==> src/rtl/alarm_timekeeper.sv <==
// Time-of-day counter (24 h) with a settable alarm, snooze and ring timeout.
// Advances on each rising edge of the divider tick and makes no assumption about the tick rate.
module alarm_timekeeper #(
  parameter int SNOOZE_MIN     = 5,
  parameter int RING_TIMEOUT_S = 60
) (
  input  logic       clk,
  input  logic       reset,
  input  logic       tick_in,
  input  logic       set_time,
  input  logic       set_alarm,
  input  logic [4:0] set_hour,
  input  logic [5:0] set_min,
  input  logic       alarm_en,
  input  logic       snooze,
  input  logic       dismiss,
  output logic [4:0] hours,
  output logic [5:0] minutes,
  output logic [5:0] seconds,
  output logic       sec_pulse,
  output logic       alarm_ring,
  output logic       snoozing
);

  localparam int SNOOZE_W = $clog2(SNOOZE_MIN * 60 + 1);
  localparam int RING_W   = $clog2(RING_TIMEOUT_S + 1);
  localparam logic [SNOOZE_W-1:0] SNOOZE_LOAD = SNOOZE_W'(SNOOZE_MIN * 60);
  localparam logic [RING_W-1:0]   RING_LIMIT  = RING_W'(RING_TIMEOUT_S);

  typedef enum logic [1:0] {
    IDLE    = 2'd0,
    RINGING = 2'd1,
    SNOOZED = 2'd2
  } state_e;

  state_e              state, state_nx;
  logic                tick_prev;
  logic [4:0]          alarm_hour;
  logic [5:0]          alarm_min;
  logic [RING_W-1:0]   ring_cnt, ring_cnt_nx;
  logic [SNOOZE_W-1:0] snooze_cnt, snooze_cnt_nx;

  logic       load_ok, time_load, alarm_load;
  logic       tick, tick_adv, match;
  logic [4:0] adv_hour;
  logic [5:0] adv_min, adv_sec;

  assign load_ok    = (set_hour <= 5'd23) && (set_min <= 6'd59);
  assign time_load  = set_time && load_ok;
  assign alarm_load = set_alarm && load_ok;
  assign tick       = tick_in && !tick_prev;
  // A valid time load swallows a coincident tick, including its effect on the alarm counters.
  assign tick_adv   = tick && !time_load;

  // NOTE: always_comb gives every output a default first so no path can infer a latch.
  always_comb begin
    adv_sec  = seconds + 6'd1;
    adv_min  = minutes;
    adv_hour = hours;
    if (seconds == 6'd59) begin
      adv_sec = '0;
      if (minutes == 6'd59) begin
        adv_min  = '0;
        adv_hour = (hours == 5'd23) ? 5'd0 : hours + 5'd1;
      end else begin
        adv_min = minutes + 6'd1;
      end
    end
  end

  assign match = tick_adv && (adv_sec == 6'd0) && (adv_min == alarm_min) &&
                 (adv_hour == alarm_hour);

  // NOTE: sequential state uses non-blocking assignments; combinational blocks use blocking ones.
  always_ff @(posedge clk or negedge reset) begin
    if (!reset) begin
      tick_prev  <= 1'b0;
      sec_pulse  <= 1'b0;
      hours      <= '0;
      minutes    <= '0;
      seconds    <= '0;
      alarm_hour <= '0;
      alarm_min  <= '0;
    end else begin
      tick_prev <= tick_in;
      sec_pulse <= tick_adv;
      if (time_load) begin
        hours   <= set_hour;
        minutes <= set_min;
        seconds <= '0;
      end else if (tick_adv) begin
        hours   <= adv_hour;
        minutes <= adv_min;
        seconds <= adv_sec;
      end
      if (alarm_load) begin
        alarm_hour <= set_hour;
        alarm_min  <= set_min;
      end
    end
  end

  always_ff @(posedge clk or negedge reset) begin
    if (!reset) begin
      state      <= IDLE;
      ring_cnt   <= '0;
      snooze_cnt <= '0;
    end else begin
      state      <= state_nx;
      ring_cnt   <= ring_cnt_nx;
      snooze_cnt <= snooze_cnt_nx;
    end
  end

  // Priority: alarm_en low > valid set_alarm > dismiss > snooze > tick-driven moves.
  always_comb begin
    state_nx      = state;
    ring_cnt_nx   = ring_cnt;
    snooze_cnt_nx = snooze_cnt;
    if (!alarm_en || alarm_load) begin
      state_nx = IDLE;
    end else begin
      case (state)
        IDLE: begin
          if (match) begin
            state_nx    = RINGING;
            ring_cnt_nx = '0;
          end
        end
        RINGING: begin
          if (dismiss) begin
            state_nx = IDLE;
          end else if (snooze) begin
            state_nx      = SNOOZED;
            snooze_cnt_nx = SNOOZE_LOAD;
          end else if (tick_adv) begin
            ring_cnt_nx = ring_cnt + RING_W'(1);
            if (ring_cnt_nx == RING_LIMIT) state_nx = IDLE;
          end
        end
        SNOOZED: begin
          if (dismiss) begin
            state_nx = IDLE;
          end else if (tick_adv) begin
            snooze_cnt_nx = snooze_cnt - SNOOZE_W'(1);
            if (snooze_cnt_nx == '0) begin
              state_nx    = RINGING;
              ring_cnt_nx = '0;
            end
          end
        end
        default: state_nx = IDLE;
      endcase
    end
  end

  always_comb begin
    alarm_ring = (state == RINGING);
    snoozing   = (state == SNOOZED);
  end

endmodule

==> config.mk <==
export PLATFORM = sky130hd
export DESIGN_NAME = alarm_timekeeper
export DESIGN_NICKNAME = d
export VERILOG_FILES = /design/src/rtl/alarm_timekeeper.sv
export SDC_FILE = /design/constraint.sdc
export NUM_CORES = 1
export LEC_CHECK = 0
export CORE_MARGIN = 3
export CORE_UTILIZATION = 56
export CTS_CLUSTER_SIZE = 24
export DETAILED_ROUTE_END_ITERATION = 8
export PLACE_DENSITY = 0.82
export RECOVER_POWER = 25
export SETUP_SLACK_MARGIN = 0.05
export SKIP_CTS_REPAIR_TIMING = 1
export SYNTH_ARGS = -nofsm -noshare
export SYNTH_HDL_FRONTEND = slang
export SYNTH_SLANG_ARGS = --single-unit
==> constraint.sdc <==
create_clock -name clk -period 3.12 [get_ports clk]
set_clock_uncertainty 0.15 [all_clocks]
set_input_delay 0.624 -clock clk [delete_from_list [all_inputs] [get_ports clk]]
set_output_delay 0.624 -clock clk [all_outputs]
set_load 0.05 [all_outputs]
; ---- Word level (Yosys, flattened, before mapping)
; Cells that the tools add are included.
[word_totals]
ff_bits = 47
latchBits = 0
ram_bits = 0
romBits = 0
output_inout_bits = 20
word_cells = 95
memories = 0
[op_classes]
add_sub_neg = 5
n_mul = 0
div_mod_pow = 0
magnitude_cmp = 2
n_eq_ne = 21
n_shift = 0
mux = 35
bitwise = 1
n_reduce_logical = 21
[ops]
columns = op, n
row1 = 6-bit two-way mux, 14
row2 = 9-bit two-way mux, 4
row3 = 5-bit two-way mux, 5
row4 = 6-bit by 1-bit adder with 6-bit output (second input constant), 3
row5 = 6-bit equality test (second input constant), 3
row6 = 2-bit two-way mux, 9
row7 = 6-bit one-hot mux with 3 select lines, 1
row8 = 9-bit one-hot mux with 2 select lines, 1
row9 = 2-bit != test (second input constant), 5
row10 = 5-bit by 3-bit != test with 1-bit output (second input constant), 2
row11 = 9-bit zero test, 1
row12 = 9-bit AND reduction, 1
row13 = 9-bit by 1-bit subtractor with 9-bit output (second input constant), 1
row14 = 1-bit logical AND, 8
row15 = 4-bit by 2-bit != test with 1-bit output (second input constant), 2
row16 = 6-bit equality test, 1
row17 = 6-bit less-or-equal comparator (second input constant), 1
row18 = 6-bit zero test, 1
row19 = 2-bit by 1-bit != test with 1-bit output (second input constant), 3
row20 = 2-bit one-hot mux with 3 select lines, 1
row21 = 6-bit AND reduction, 1
row22 = 5-bit by 1-bit adder with 5-bit output (second input constant), 1
row23 = 5-bit equality test, 1
row24 = 5-bit equality test (second input constant), 1
row25 = 11 further kinds, 14

; ---- Logic depth before layout (Yosys ltp)
; Gate-level depths: netlist of run 1.
[logic_depth]
word_depth = 11
depth_mapped = 10
depth_no_buf = 10

; ---- Worst setup path before layout of run 1
; Ideal clock, no wire load.
[synth_timing]
kind = reg2reg
from = reg seconds[0]
to = reg ring_cnt[0]
setup_time_ps = 125
arrival_ps = 2857
t_required_ps = 2845
setup_slack_ps = -12
path_stages_with_launch = 10
synth_period_minus_slack_ps = 3132
cell_sequence = dfrtp_1 -> ha_1 -> nor2b_1 -> nand2_2 -> o31ai_1 -> xor2_1 -> a2111oi_2 -> nand4_1 -> a211o_2 -> mux2_4
[synth_via]
elab_chain_cells = 8
word_cells_on_any_way = 13
classes_between = 1 x add/sub / 4 x eq/ne / 3 x mux / 5 x reduce/logical
[synth_lines]
columns = element, line_no
row1 = from (decl), 19  ; output logic [5:0] seconds,
row2 = from (signal assigned), 94  ; seconds <= adv_sec;
row3 = 6-bit by 1-bit adder with 6-bit output or 6-bit equality test (tied branches), "57, 60"
row4 = 6-bit two-way mux, 60  ; if (seconds == 6'd59) begin
row5 = 6-bit zero test, 71  ; assign match = tick_adv && (adv_sec == 6'd0) && (adv_min == alarm_min) &&
row6 = 1-bit logical AND (2 in a row), 71
row7 = 1-bit logical AND (*), 71
row8 = 2-bit != test (no source line) (*), --
row9 = 9-bit AND reduction (no source line) (*), --
row10 = to (signal assigned), 110  ; ring_cnt <= ring_cnt_nx;
row11 = to (decl), 40  ; logic [RING_W-1:0] ring_cnt, ring_cnt_nx;
; Mark *: on every way between the ends. The rest lies on a longest branch, timed or not.
; A chain may end at the register's enable or synchronous reset.

; ---- Final worst setup path of run 1
; Ends and elaborated chain as after synthesis.

==> summary.md, run 1 <==
| Metric | Value |
|---|---|
| Ratio of cells with drive above 1 in the final layout | `roughly 17%` |
| Crit. End Element | `flop` |
| Synth Net Count | `~370` |
| H-tree levels | `2` |
| Final hold vios | `0` |
| Simple-gate share of the synthesized area | `between 20% and 30%` |
| CTS buffer count | `5` |
| Max Slew Vio Count | `28` |
| Dominant synthesized flop cell | `dfrtp_1` |
| Unrepaired setup endpoints after global routing | `no` |
| CP Class | `reg -> reg` |
| Post-synth EDFFs | `0` |
| FFs w/ async S/R, synth | `100%` |
| Worst path depth | `9` |
| Die Y | `approximately 80 microns` |
| Tmin final | `2.90 ns` |
| Crit-path max cell delay | `approximately 0.44 ns` |
| Post-synth top area cell | `dfrtp_1` |
| Tightest Pin Transition | `approximately 1.6 ns` |
| Mapped Area | `slightly above 3000 sq um` |
| Post-DP HPWL | `between 5000 and 6000 microns` |
| Seq/Total Area, Yosys | `approximately two fifths` |
| Worst Reg-to-Reg Cells | `9` |
| Yosys top cell area share | `roughly two fifths` |
| Root buffer cell | `clkbuf_8` |
| Setup ws final | `0.219 ns` |
| I/O Buffers | `38` |
| Crit share post-route | `93.0%` |
| Largest net degree at the start of global routing | `28` |
| Worst hold slack | `roughly 0.38 ns` |
| Crit-path max FO | `9` |
| Clock latency on the worst-skew pair | `0.30 ns` |
| Clock-pin slew on the worst setup and hold paths | `about 0.090 ns` |
| Starting Density | `about three fifths` |
| Post-synthesis compound-gate area fraction | `between 10% and 20%` |
| WL per Instance | `between 15 and 20 microns` |
| Synth-to-layout area growth | `23.1%` |
| Pre-CTS setup slack | `-0.0766 ns` |
| Cell Int Power | `between 1 and 1.5 mW` |
| Site Rows | `26` |
| Die area | `6400 sq um` |
| Routability cong. | `0.943` |
| FF-to-FF setup slack | `0.22 ns` |
| Multiplexer area fraction after synthesis | `under 10%` |
| Final core utilization | `between 70% and 80%` |
| Vias in the first global route | `approximately 2800` |
| Drt drc | `0` |
| Warnings from Yosys | `0` |
| GRT Total Usage | `between 20% and 30%` |
| DR iter-0 viols | `roughly 250` |
| First-pass GRT wire length | `12900 microns` |
| Largest family of logic cells by synthesized area | `simple AND/OR/NAND/NOR gates` |
| Combinational cell fraction of total power | `between 20% and 30%` |
| Fmax | `~0.34 GHz` |
| Min-Delay Path Class | `reg -> reg` |
| WHS Endpoint | `snooze_cnt[8]` |
| Leakage | `~1.5 nW` |
| Rel. slew slack | `-3.44%` |
| CP required | `3.16 ns` |
| Maxcap violations | `1` |
| Net Sw Power | `approximately 0.52 mW` |
| Yosys reg bits | `47` |
| Critical path's slowest cell | `dfrtp_2` |
| Clk network pwr share | `26.3%` |
| Most frequent cells in the layout | `dfrtp_1, clkdlybuf4s50_1, nor2_1, nand2_1, o21ai_0` |
| CP arrival | `between 2 and 3 ns` |
| Io pins | `39` |
| Worst hold stages | `1` |
| Ant diodes | `0` |
| Die Wd | `about 80 microns` |
| Post-Synth XOR/XNOR Area | `between 3 and 4%` |
| CP Launch Type | `flop` |
| Total Nets Final | `425` |
| Core area | `between 5000 and 6000 sq um` |
| Critical-path cell list | `ha_2, nand2b_2, nor4_2, mux2i_1, xnor2_1, nor2_1, nand4_1, a211o_2, mux2_4` |
| Failing checks | `max-capacitance violations, max-slew violations` |
| Clock buffer depth | `2` |
| Most common cell after layout, fill and taps aside | `dfrtp_1` |
| Vias | `around 3000` |
| CTS Sinks | `47` |
| Final setup vio count | `0` |
| Hold path start | `snooze_cnt[8]` |
| Cell variety after synth | `59` |
| Drt via density | `between 6 and 7` |
| Reg power frac | `46.5%` |
| Mapped Cells | `between 300 and 400` |
| Syn avg cell area | `~9 sq um` |
| Worst r2r src | `seconds[0]` |
| Pwr Density | `around 410 nW/um^2` |
| Initial antenna violation count | `0` |
| Top cells by area, synth | `dfrtp_1, mux2_2, o21ai_0` |
| Status | `finished, violations left` |
| Delay-heaviest family, CP | `simple AND/OR/NAND/NOR gates` |
| Post-route ant nets | `0` |
| Worst-case vdd ir drop | `approximately 0.37 mV` |
| Sw Share | `between 30% and 40%` |
| GR Overflow Total | `0` |
| Initial DRT Pass Iterations | `5` |
| R2R Path End | `ring_cnt[0]` |
| WL final | `7720 microns` |
| Adder-cell share of the synthesized area | `about 2.9%` |
| TritonCTS clock tree | `done` |
| Crit path buf inv count | `0` |
[layout make-up]
type	instances	area (sq um)
Clock buffer	7	96.3
Sequential cell	47	1180
Timing Repair Buffer	61	543
Tap cell	70	87.6
Fill cell	417	1430
Multi-Input combinational cell	271	1820
Inverter	13	48.8
Clock inverter	1	7.51
[registers in the layout, indices dropped and copies added, names as in the netlist]
signal and cells:
alarm_hour 5, alarm_min 6, hours 5, minutes 6, ring_cnt 6, sec_pulse 1
seconds 6, snooze_cnt 9, state 2, tick_prev 1
[routing by layer]
layer,part of all wire (%),GRT usage [%]
met5,0,0
met4,2.7,9.80
met3,6.7,5.19
met2,47,40.8
met1,43,34.4
[cell usage after synthesis (all sizes together) (2+ instances only)]
library cell   n
nor4           4
or3            4
a311oi         2
nor2b          8
o31ai          6
nor3          10
xor2           3
a21oi         22
and2           2
inv           13
and3           6
nor2          33
a211o          2
ha             7
nand3b         2
o22ai          4
nand4          9
o21ai         26
nand3         14
mux2i          8
a2111oi        2
clkbuf         8
o211ai         2
nand4b         5
mux2          13
a31oi          8
nand2         32
buf            8
o21ba          2
o32a           2
dfrtp         47
nand2b         6
xnor2         10
[how the worst max path moves through the flow]
| stage | start | to |
|---|---|---|
| 2_1_floorplan | minutes[0] | ring_cnt[0] |
| 3_3_place_gp | tick_in | ring_cnt[0] |
| 3_5_place_dp | tick_in | ring_cnt[0] |
| 4_1_cts | seconds[0] | ring_cnt[0] |
| 5_1_grt | snooze_cnt[0] | ring_cnt[0] |
| 6_report | seconds[0] | ring_cnt[0] |
[logic make-up after synthesis]
| logic type | Yosys count |
|---|---|
| compound gates | 92 |
| xor+xnor | 13 |
| fa+ha+maj | 7 |
| buf+inv | 29 |
| flops | 47 |
| mux | 21 |
| simple gates | 138 |
[power groups by stage]
stage                     logic, mW  registers, mW  clock network [mW]
after global placement        0.404          0.730                   0
after CTS                     0.417          0.721               0.416
final                         0.425          0.724               0.409
after detailed placement      0.416          0.733                   0
after global routing          0.458          0.733               0.444
after floorplan               0.197          0.789                   0
[worst reg2reg max path: stages (launching register included)]
cell	delay, ns
dfrtp_2	0.44
ha_2	0.29
nand2b_2	0.20
nor4_2	0.36
mux2i_1	0.26
xnor2_1	0.08
nor2_1	0.18
nand4_1	0.15
a211o_2	0.42
mux2_4	0.27
[metrics by stage]
| step | TNS [ns] | area [sq um] | instances | power [mW] |
|---|---|---|---|---|
| after floorplan | 0 | 3070 | 347 | 0.986 |
| after global placement | 0 | 3600 | 459 | 1.13 |
| after detailed placement | -0.138 | 3600 | 459 | 1.15 |
| after CTS | -0.0131 | 3700 | 467 | 1.55 |
| after global routing | 0 | 3780 | 470 | 1.63 |
| final | 0 | 3780 | 470 | 1.56 |
Note: power is estimated with default switching activity, not from simulation.
==> run 2, diff against run 1 <==
--- a/config.mk
+++ b/config.mk
@@ -5,6 +5,7 @@
 export SDC_FILE = /design/constraint.sdc
 export NUM_CORES = 1
 export LEC_CHECK = 0
+export CAP_MARGIN = 20
 export CORE_MARGIN = 3
 export CORE_UTILIZATION = 56
 export CTS_CLUSTER_SIZE = 24
==> results of run 2 <==
Final layout, timing and power as in run 1 (identical DEF).
